`src/rtl/alu_param.sv`:
```
// alu_param: multi-cycle parameterised ALU.
// Single-cycle logic/arithmetic/shift operations finish one edge after the
// accepting edge. MUL (shift-add) and DIV (restoring) run W iterations in
// RUN, then report on the following edge. Results, complement and flags are
// registered and hold between completions.
module alu_param #(
  parameter int W  = 16,
  parameter int PW = $clog2(W)
) (
  input  logic           clk,
  input  logic           rst,
  input  logic           bgn,
  input  logic [3:0]     control,
  input  logic [PW-1:0]  pos,
  input  logic [W-1:0]   nr1,
  input  logic [W-1:0]   nr2,
  output logic [2*W-1:0] outbus,
  output logic [2*W-1:0] neg,
  output logic           carry_next,
  output logic           borrow_next,
  output logic           err,
  output logic           busy,
  output logic           fin
);

  localparam int CW = $clog2(W);

  localparam logic [1:0] ST_IDLE = 2'd0;
  localparam logic [1:0] ST_RUN  = 2'd1;
  localparam logic [1:0] ST_DONE = 2'd2;

  localparam logic [3:0] OP_DIV = 4'd0;
  localparam logic [3:0] OP_MUL = 4'd1;
  localparam logic [3:0] OP_SUB = 4'd2;
  localparam logic [3:0] OP_ADD = 4'd3;
  localparam logic [3:0] OP_OR  = 4'd4;
  localparam logic [3:0] OP_AND = 4'd5;
  localparam logic [3:0] OP_XOR = 4'd6;
  localparam logic [3:0] OP_SHL = 4'd7;
  localparam logic [3:0] OP_SHR = 4'd8;

  logic [1:0]     state_q, state_d;
  logic [CW-1:0]  cnt_q, cnt_d;
  logic [3:0]     op_q, op_d;
  logic [PW-1:0]  pos_q, pos_d;
  logic [W-1:0]   a_q, a_d;
  logic [W-1:0]   b_q, b_d;
  // MUL: {partial product high, multiplier/low bits}; DIV: {remainder, quotient}
  logic [2*W-1:0] work_q, work_d;
  logic [2*W-1:0] outbus_q, outbus_d;
  logic [2*W-1:0] neg_q, neg_d;
  logic           carry_q, carry_d;
  logic           borrow_q, borrow_d;
  logic           err_q, err_d;
  logic           busy_q, busy_d;
  logic           fin_q, fin_d;

  logic [W:0]     sum_s;
  logic [W:0]     mul_sum_s;
  logic [W:0]     div_shift_s;
  logic [W-1:0]   div_diff_s;
  logic           div_ge_s;
  logic [2*W-1:0] res_s;
  logic           carry_s;
  logic           borrow_s;
  logic           err_s;

  assign sum_s       = {1'b0, a_q} + {1'b0, b_q};
  assign mul_sum_s   = {1'b0, work_q[2*W-1:W]} + (work_q[0] ? {1'b0, a_q} : {(W+1){1'b0}});
  assign div_shift_s = {work_q[2*W-1:W], work_q[W-1]};
  assign div_ge_s    = (div_shift_s >= {1'b0, b_q});
  // When the trial subtraction succeeds the difference always fits in W bits.
  assign div_diff_s  = div_shift_s[W-1:0] - b_q;

  // Final result and flags for the latched opcode, consumed in DONE.
  always_comb begin
    res_s    = {(2*W){1'b0}};
    carry_s  = 1'b0;
    borrow_s = 1'b0;
    err_s    = 1'b0;
    case (op_q)
      OP_DIV: begin
        res_s = {work_q[W-1:0], work_q[2*W-1:W]};
        err_s = (b_q == {W{1'b0}});
      end
      OP_MUL: res_s = work_q;
      OP_SUB: begin
        res_s    = {{W{1'b0}}, a_q - b_q};
        borrow_s = (a_q < b_q);
      end
      OP_ADD: begin
        res_s   = {{W{1'b0}}, sum_s[W-1:0]};
        carry_s = sum_s[W];
      end
      OP_OR:  res_s = {{W{1'b0}}, a_q | b_q};
      OP_AND: res_s = {{W{1'b0}}, a_q & b_q};
      OP_XOR: res_s = {{W{1'b0}}, a_q ^ b_q};
      // Shift amounts of W or more shift every bit out, giving zero.
      OP_SHL: res_s = {{W{1'b0}}, a_q << pos_q};
      OP_SHR: res_s = {{W{1'b0}}, a_q >> pos_q};
      default: err_s = 1'b1;
    endcase
  end

  // Control FSM, operand capture and iterative MUL/DIV datapath.
  always_comb begin
    state_d  = state_q;
    cnt_d    = cnt_q;
    op_d     = op_q;
    pos_d    = pos_q;
    a_d      = a_q;
    b_d      = b_q;
    work_d   = work_q;
    outbus_d = outbus_q;
    neg_d    = neg_q;
    carry_d  = carry_q;
    borrow_d = borrow_q;
    err_d    = err_q;
    busy_d   = busy_q;
    fin_d    = 1'b0;
    case (state_q)
      ST_IDLE: begin
        if (bgn) begin
          op_d   = control;
          pos_d  = pos;
          a_d    = nr1;
          b_d    = nr2;
          busy_d = 1'b1;
          cnt_d  = {CW{1'b0}};
          if (control == OP_MUL) begin
            work_d  = {{W{1'b0}}, nr2};
            state_d = ST_RUN;
          end else if (control == OP_DIV) begin
            work_d  = {{W{1'b0}}, nr1};
            state_d = ST_RUN;
          end else begin
            state_d = ST_DONE;
          end
        end else begin
          state_d = ST_IDLE;
        end
      end
      ST_RUN: begin
        if (op_q == OP_MUL) begin
          work_d = {mul_sum_s, work_q[W-1:1]};
        end else if (div_ge_s) begin
          work_d = {div_diff_s, work_q[W-2:0], 1'b1};
        end else begin
          work_d = {div_shift_s[W-1:0], work_q[W-2:0], 1'b0};
        end
        if (cnt_q == CW'(W-1)) begin
          cnt_d   = {CW{1'b0}};
          state_d = ST_DONE;
        end else begin
          cnt_d   = cnt_q + {{(CW-1){1'b0}}, 1'b1};
        end
      end
      ST_DONE: begin
        outbus_d = res_s;
        neg_d    = ~res_s;
        carry_d  = carry_s;
        borrow_d = borrow_s;
        err_d    = err_s;
        busy_d   = 1'b0;
        fin_d    = 1'b1;
        state_d  = ST_IDLE;
      end
      default: begin
        state_d = ST_IDLE;
        busy_d  = 1'b0;
      end
    endcase
  end

  // State registers with synchronous active-high reset.
  always_ff @(posedge clk) begin
    if (rst) begin
      state_q  <= ST_IDLE;
      cnt_q    <= {CW{1'b0}};
      op_q     <= 4'd0;
      pos_q    <= {PW{1'b0}};
      a_q      <= {W{1'b0}};
      b_q      <= {W{1'b0}};
      work_q   <= {(2*W){1'b0}};
      outbus_q <= {(2*W){1'b0}};
      neg_q    <= {(2*W){1'b1}};
      carry_q  <= 1'b0;
      borrow_q <= 1'b0;
      err_q    <= 1'b0;
      busy_q   <= 1'b0;
      fin_q    <= 1'b0;
    end else begin
      state_q  <= state_d;
      cnt_q    <= cnt_d;
      op_q     <= op_d;
      pos_q    <= pos_d;
      a_q      <= a_d;
      b_q      <= b_d;
      work_q   <= work_d;
      outbus_q <= outbus_d;
      neg_q    <= neg_d;
      carry_q  <= carry_d;
      borrow_q <= borrow_d;
      err_q    <= err_d;
      busy_q   <= busy_d;
      fin_q    <= fin_d;
    end
  end

  assign outbus      = outbus_q;
  assign neg         = neg_q;
  assign carry_next  = carry_q;
  assign borrow_next = borrow_q;
  assign err         = err_q;
  assign busy        = busy_q;
  assign fin         = fin_q;

endmodule

```
`config.mk`:
```
export PLATFORM = sky130hd
export DESIGN_NAME = alu_param
export DESIGN_NICKNAME = d
export VERILOG_FILES = /design/src/rtl/alu_param.sv
export SDC_FILE = /design/constraint.sdc
export NUM_CORES = 1
export LEC_CHECK = 0
export ABC_AREA = 1
export BUFFER_PORTS_ARGS = -buffer_cell sky130_fd_sc_hd__buf_2
export CAP_MARGIN = 40
export CORE_ASPECT_RATIO = 1.4
export CORE_MARGIN = 2
export CORE_UTILIZATION = 45
export DETAILED_ROUTE_END_ITERATION = 16
export PLACE_DENSITY = 0.67
export REMOVE_ABC_BUFFERS = 1
export SYNTH_ARGS = -nofsm -noshare
export SYNTH_HDL_FRONTEND = slang
export SYNTH_SLANG_ARGS = --single-unit
```
`constraint.sdc`:
```
create_clock -name clk -period 2.89 [get_ports clk]
set_input_delay 0.7225 -clock clk [delete_from_list [all_inputs] [get_ports clk]]
set_output_delay 0.7225 -clock clk [all_outputs]
set_load 0.02 [all_outputs]
```
======== Word level (Yosys, flattened, before mapping) ========
Cells that the tools add are included.
cells by class
  mux-type cells .......................... 22
  reductions and logical operators ........ 10
  $add $sub $neg .......................... 5
  eq/ne operators ......................... 15
  shift-type cells ........................ 2
  multipliers ............................. 0
  div/mod/pow operators ................... 0
  $lt $le $gt $ge ......................... 2
  bitwise operators ....................... 5
operator list
  cell                                                             count
  32-bit one-hot mux with 9 select lines                           1
  32-bit two-way mux                                               5
  32-bit one-hot mux with 2 select lines                           1
  16-bit by 16-bit adder with 17-bit output                        2
  32-bit inverter                                                  1
  16-bit subtractor                                                2
  17-bit by 16-bit >= comparator with 1-bit output                 1
  16-bit AND                                                       1
  4-bit by 3-bit == test with 1-bit output, second input constant  4
  16-bit logical NOT                                               1
  16-bit < comparator                                              1
  16-bit two-way mux                                               1
  16-bit bitwise OR                                                1
  16-bit by 4-bit left shift with 16-bit output                    1
  16-bit by 4-bit >> shifter with 16-bit output                    1
  16-bit bitwise XOR                                               1
  4-bit by 1-bit == test with 1-bit output, second input constant  2
  4-bit by 2-bit == test with 1-bit output, second input constant  2
  4-bit == test, second input constant                             2
  4-bit logical NOT                                                2
  2-bit two-way mux                                                4
  4-bit two-way mux                                                2
  4-bit one-hot mux with 2 select lines                            1
  8-bit OR reduction                                               1
  13 further kinds                                                 20
storage, ports and cells
  bits in registers ....................... 147
  ROM bits ................................ 0
  memories ................................ 0
  memory bits (writable) .................. 0
  output and inout port bits .............. 69
  word-level logic and storage cells ...... 75
  bits of input ports ..................... 43
  latch bits .............................. 0

======== Depth between registers and ports, before layout ========
  depth after elaboration ................. 5
  depth in mapped cells ................... 19
  depth with buffers taken out ............ 18

======== Worst setup path before layout ========
No wires, ideal clock.
  path kind ............................... reg2reg
  from .................................... register work_q[0]
  to ...................................... register work_q[25]
  buffers on the path ..................... 1
  cell stages (with the launch flop) ...... 17
  data arrival time ....................... 2.197 ns
  required time ........................... 2.820 ns
  setup time .............................. 0.070 ns
  slack ................................... 0.622 ns
  path through ............................ dfxtp_1 > clkbuf_1 > nand2_1 > inv_1 > ha_1 > inv_1 > fa_1 > inv_1 > nand3_1 > nand2_1 > nand2_1 > nand2_1 > a21oi_1 > or2_2 > nand3_1 > nand3_1 > a21oi_1
between the ends
  longest elaborated chain between the ends .. 4
RTL lines
  element                                    line  RTL
  start, declared                            49    logic [2*W-1:0] work_q, work_d;
  start signal, assigned                     184   work_q <= {(2*W){1'b0}};
  start signal, assigned                     199   work_q <= work_d;
  16-bit two-way mux                         69    assign mul_sum_s = {1'b0, work_q[2*W-1:W]} + (work_q[0] ? {1'b0, a_q} : {(W+1){1'b0}});
  16-bit by 16-bit adder with 17-bit output  69
  32-bit two-way mux                         144   if (op_q == OP_MUL) begin
  32-bit one-hot mux with 2 select lines     121   case (state_q)
No other way between the ends.
A chain may end at the register's enable or synchronous reset.

======== Worst setup path in the final report ========
  from .................................... register a_q[6]
  to ...................................... register outbus_q[15], in the netlist outbus[15]
between the ends
  longest elaborated chain between the ends .. 2
  elaborated cells between the ends (all ways) .. 5
  those cells by class .................... add/sub (2); shift (2); mux (1)
RTL lines
  element                                                                  line  RTL
  start, declared                                                          46    logic [W-1:0] a_q, a_d;
  start signal, assigned                                                   182   a_q <= {W{1'b0}};
  16-bit by 16-bit adder with 17-bit output, or another cell as far along  68    assign sum_s = {1'b0, a_q} + {1'b0, b_q};
  32-bit one-hot mux with 9 select lines (*)                               81    case (op_q)
  end signal, assigned                                                     185   outbus_q <= {(2*W){1'b0}};
  end signal, assigned                                                     200   outbus_q <= outbus_d;
  end, declared                                                            50    logic [2*W-1:0] outbus_q, outbus_d;
Every way passes the cells marked *; elsewhere a longest branch is shown, timed or not.

==> results.json <==
{
  "grt_overflow": 0,
  "synthTopCellsByArea": "dfxtp_1, nand2_1, nand3_1",
  "first_iter_violations": 1041,
  "row_count": 70,
  "ant_nets": 0,
  "min_path_type": "reg -> reg",
  "die_w_um": 141,
  "tns_ps": 0,
  "fillers": 2762,
  "grt_setup_unrepaired": "no",
  "root_buffer": "clkbuf_16",
  "finalCritPeriodShare_pct": 92.8,
  "min_period_ps": 2680,
  "end_kind": "flip-flop",
  "hold_viol": 0,
  "grt_max_degree": 89,
  "ys_types": 47,
  "grt_usage_pct": 34.8,
  "yosys_warnings": 0,
  "drive_above_1_share_pct": 10.8,
  "grt_pass1_vias": 12900,
  "synth_top_area_share_pct": 24.9,
  "p_leak_nw": 6.58,
  "cp.required_ps": 3210,
  "wl_per_cell_um": 20.1,
  "ir_drop_uv": 433,
  "yosysMostFrequentCell": "nand2_1",
  "vias": 13400,
  "detailed_place_hpwl_um": 38300,
  "port_buffers": 111,
  "cellPowerDensity_nw_per_um2": 487,
  "via_per_inst": 5.64,
  "initial_utilization_pct": 45.5,
  "cts.sinks": 147,
  "cp_max_fo": 7,
  "start_kind": "flip-flop",
  "antennaDiodeCount": 0,
  "outcome": "finished, final reports clean",
  "slew_headroom_pct": 50.4,
  "yosysSeqAreaShare_pct": 24.9,
  "drv_cap": 0,
  "fin_worst_skew_ps": 12.1,
  "synth_common_cells": "nand2_1, inv_1, nand3_1",
  "wl_um": 47900,
  "fp.dieH_um": 196,
  "syn_to_final_growth_pct": 13.3,
  "critPathArrivalTime_ps": 3000,
  "route.detailed.drc": 0,
  "htree_levels": 4,
  "synth_edf_count": 0,
  "setup_viol": 0,
  "cts_tree": "done",
  "pin_count": 112,
  "dieArea_sq_um": 27600,
  "ctsHoldBuffers": 0,
  "path_clk_slew_ps": 70,
  "drt_first_pass_iters": 5,
  "fin_total_pwr_mw": 6.53,
  "synth-seq-cells": 147,
  "grt_pass1_wl_um": 73600,
  "ys.flop_type": "dfxtp_1",
  "antenna_found_initial": 1,
  "place_congestion": 1.02,
  "nNetsFinal": 2170,
  "drv_slew": 0,
  "tightest_slew_ps": 737,
  "cts_setup_buffers": 0,
  "final_critical_path_setup_slack_ps": 208,
  "synth_area_per_cell_sq_um": 6.05,
  "pre_cts_slack_ps": 302,
  "crit_type": "reg -> reg",
  "ctsLongestPathBuffers": 2,
  "syn-instance-count": 1958,
  "synth-async-reset-ratio_pct": 0,
  "synth_top_area_cell": "dfxtp_1",
  "max_freq_mhz": 373,
  "syn_area_sq_um": 11800,
  "cts_buffers": 17,
  "core-area_sq_um": 26000,
  "insertion_delay_ps": 440
}
-- worst paths after layout --
kind	startpoint	to	slack (ps)	cells after the start
worst max-delay path	a_q[6]	outbus[15]	210	14
worst min register to register	outbus[8]	outbus[8]	460	2
worst max register to register	a_q[6]	outbus[15]	210	14
worst min-delay path	outbus[8]	outbus[8]	460	2
-- cells in the final DEF, fill, tap and decap left out, types with 7 or more instances in the layout --
cell,instances
nor2_1,117
o21ai_0,143
nand4_1,27
o221ai_1,19
xor2_1,9
o211ai_1,21
a21oi_1,178
clkbuf_16,17
buf_4,42
ha_1,80
buf_2,111
nand2_1,566
o22ai_1,15
inv_1,236
inv_2,8
and2_1,7
nor3_1,10
nand3_1,224
dfxtp_1,147
-- area by class of cell --
cell class                      instances  area, sq um  area share, %
Timing Repair Buffer                  158          971           7.24
Clock buffer                           17          425           3.17
Sequential cell                       147         2940           21.9
Clock inverter                         15          183           1.36
Multi-Input combinational cell       1473         7570           56.4
Tap cell                              324          405           3.02
Inverter                              245          920           6.85
-- flip-flops by register name, summed over array words and instances, names as in the netlist, 2 cells and up --
signal   count
neg         32
work_q      32
a_q         16
b_q         16
outbus      32
cnt_q        4
state_q      2
pos_q        4
op_q         4
-- what timing repair did --
item	CTS	global route
endpoints found under the hold margin	0	0
setup endpoints to repair	0	1
resized for setup	0	2
-- worst max-delay path, stage by stage (launching register included) --
cell     delay, ps
dfxtp_1        500
inv_1          110
ha_1           390
inv_1          220
nand2_1        220
nor3_1         180
nand2_1        120
nand2_1        250
nand2_1        130
nand2_1         80
nand2_1         50
nand3_1        100
nand3_1        100
nand2_1         70
a21oi_1         60
-- kinds of logic after synthesis --
group | Yosys count | share of synthesized area, %
AO/OA/AOI/OAI | 398 | 18.6
XOR/XNOR | 13 | 0.962
adder cells (fa/ha/maj) | 85 | 9.24
buffers and inverters | 338 | 11.3
flip-flops | 147 | 24.9
AND/OR/NAND/NOR | 977 | 35.1
-- power by group --
group | leakage (nW) | internal (mW) | switching [mW]
Clock | 0.294 | 1.18 | 1.12
Combinational | 5.09 | 0.585 | 1.42
Sequential | 1.20 | 2.13 | 0.0986
-- per-stage QoR --
step	hold WS (ps)	cells	util [%]	area [sq um]
6_report	463	2379	51.6	13400
5_1_grt	480	2379	51.6	13400
4_1_cts	463	2379	51.6	13400
3_5_place_dp	450	2347	49.2	12800
3_3_place_gp	449	2347	49.2	12800
2_1_floorplan	448	1865	-	11400
-- routing by layer --
metal	track usage, %	part of all wire, %
met1	39.6	39
met2	61.1	50
met3	3.51	4.3
met4	23.5	7.5
met5	0	0
No activity file was read; power rests on OpenSTA's default activity.
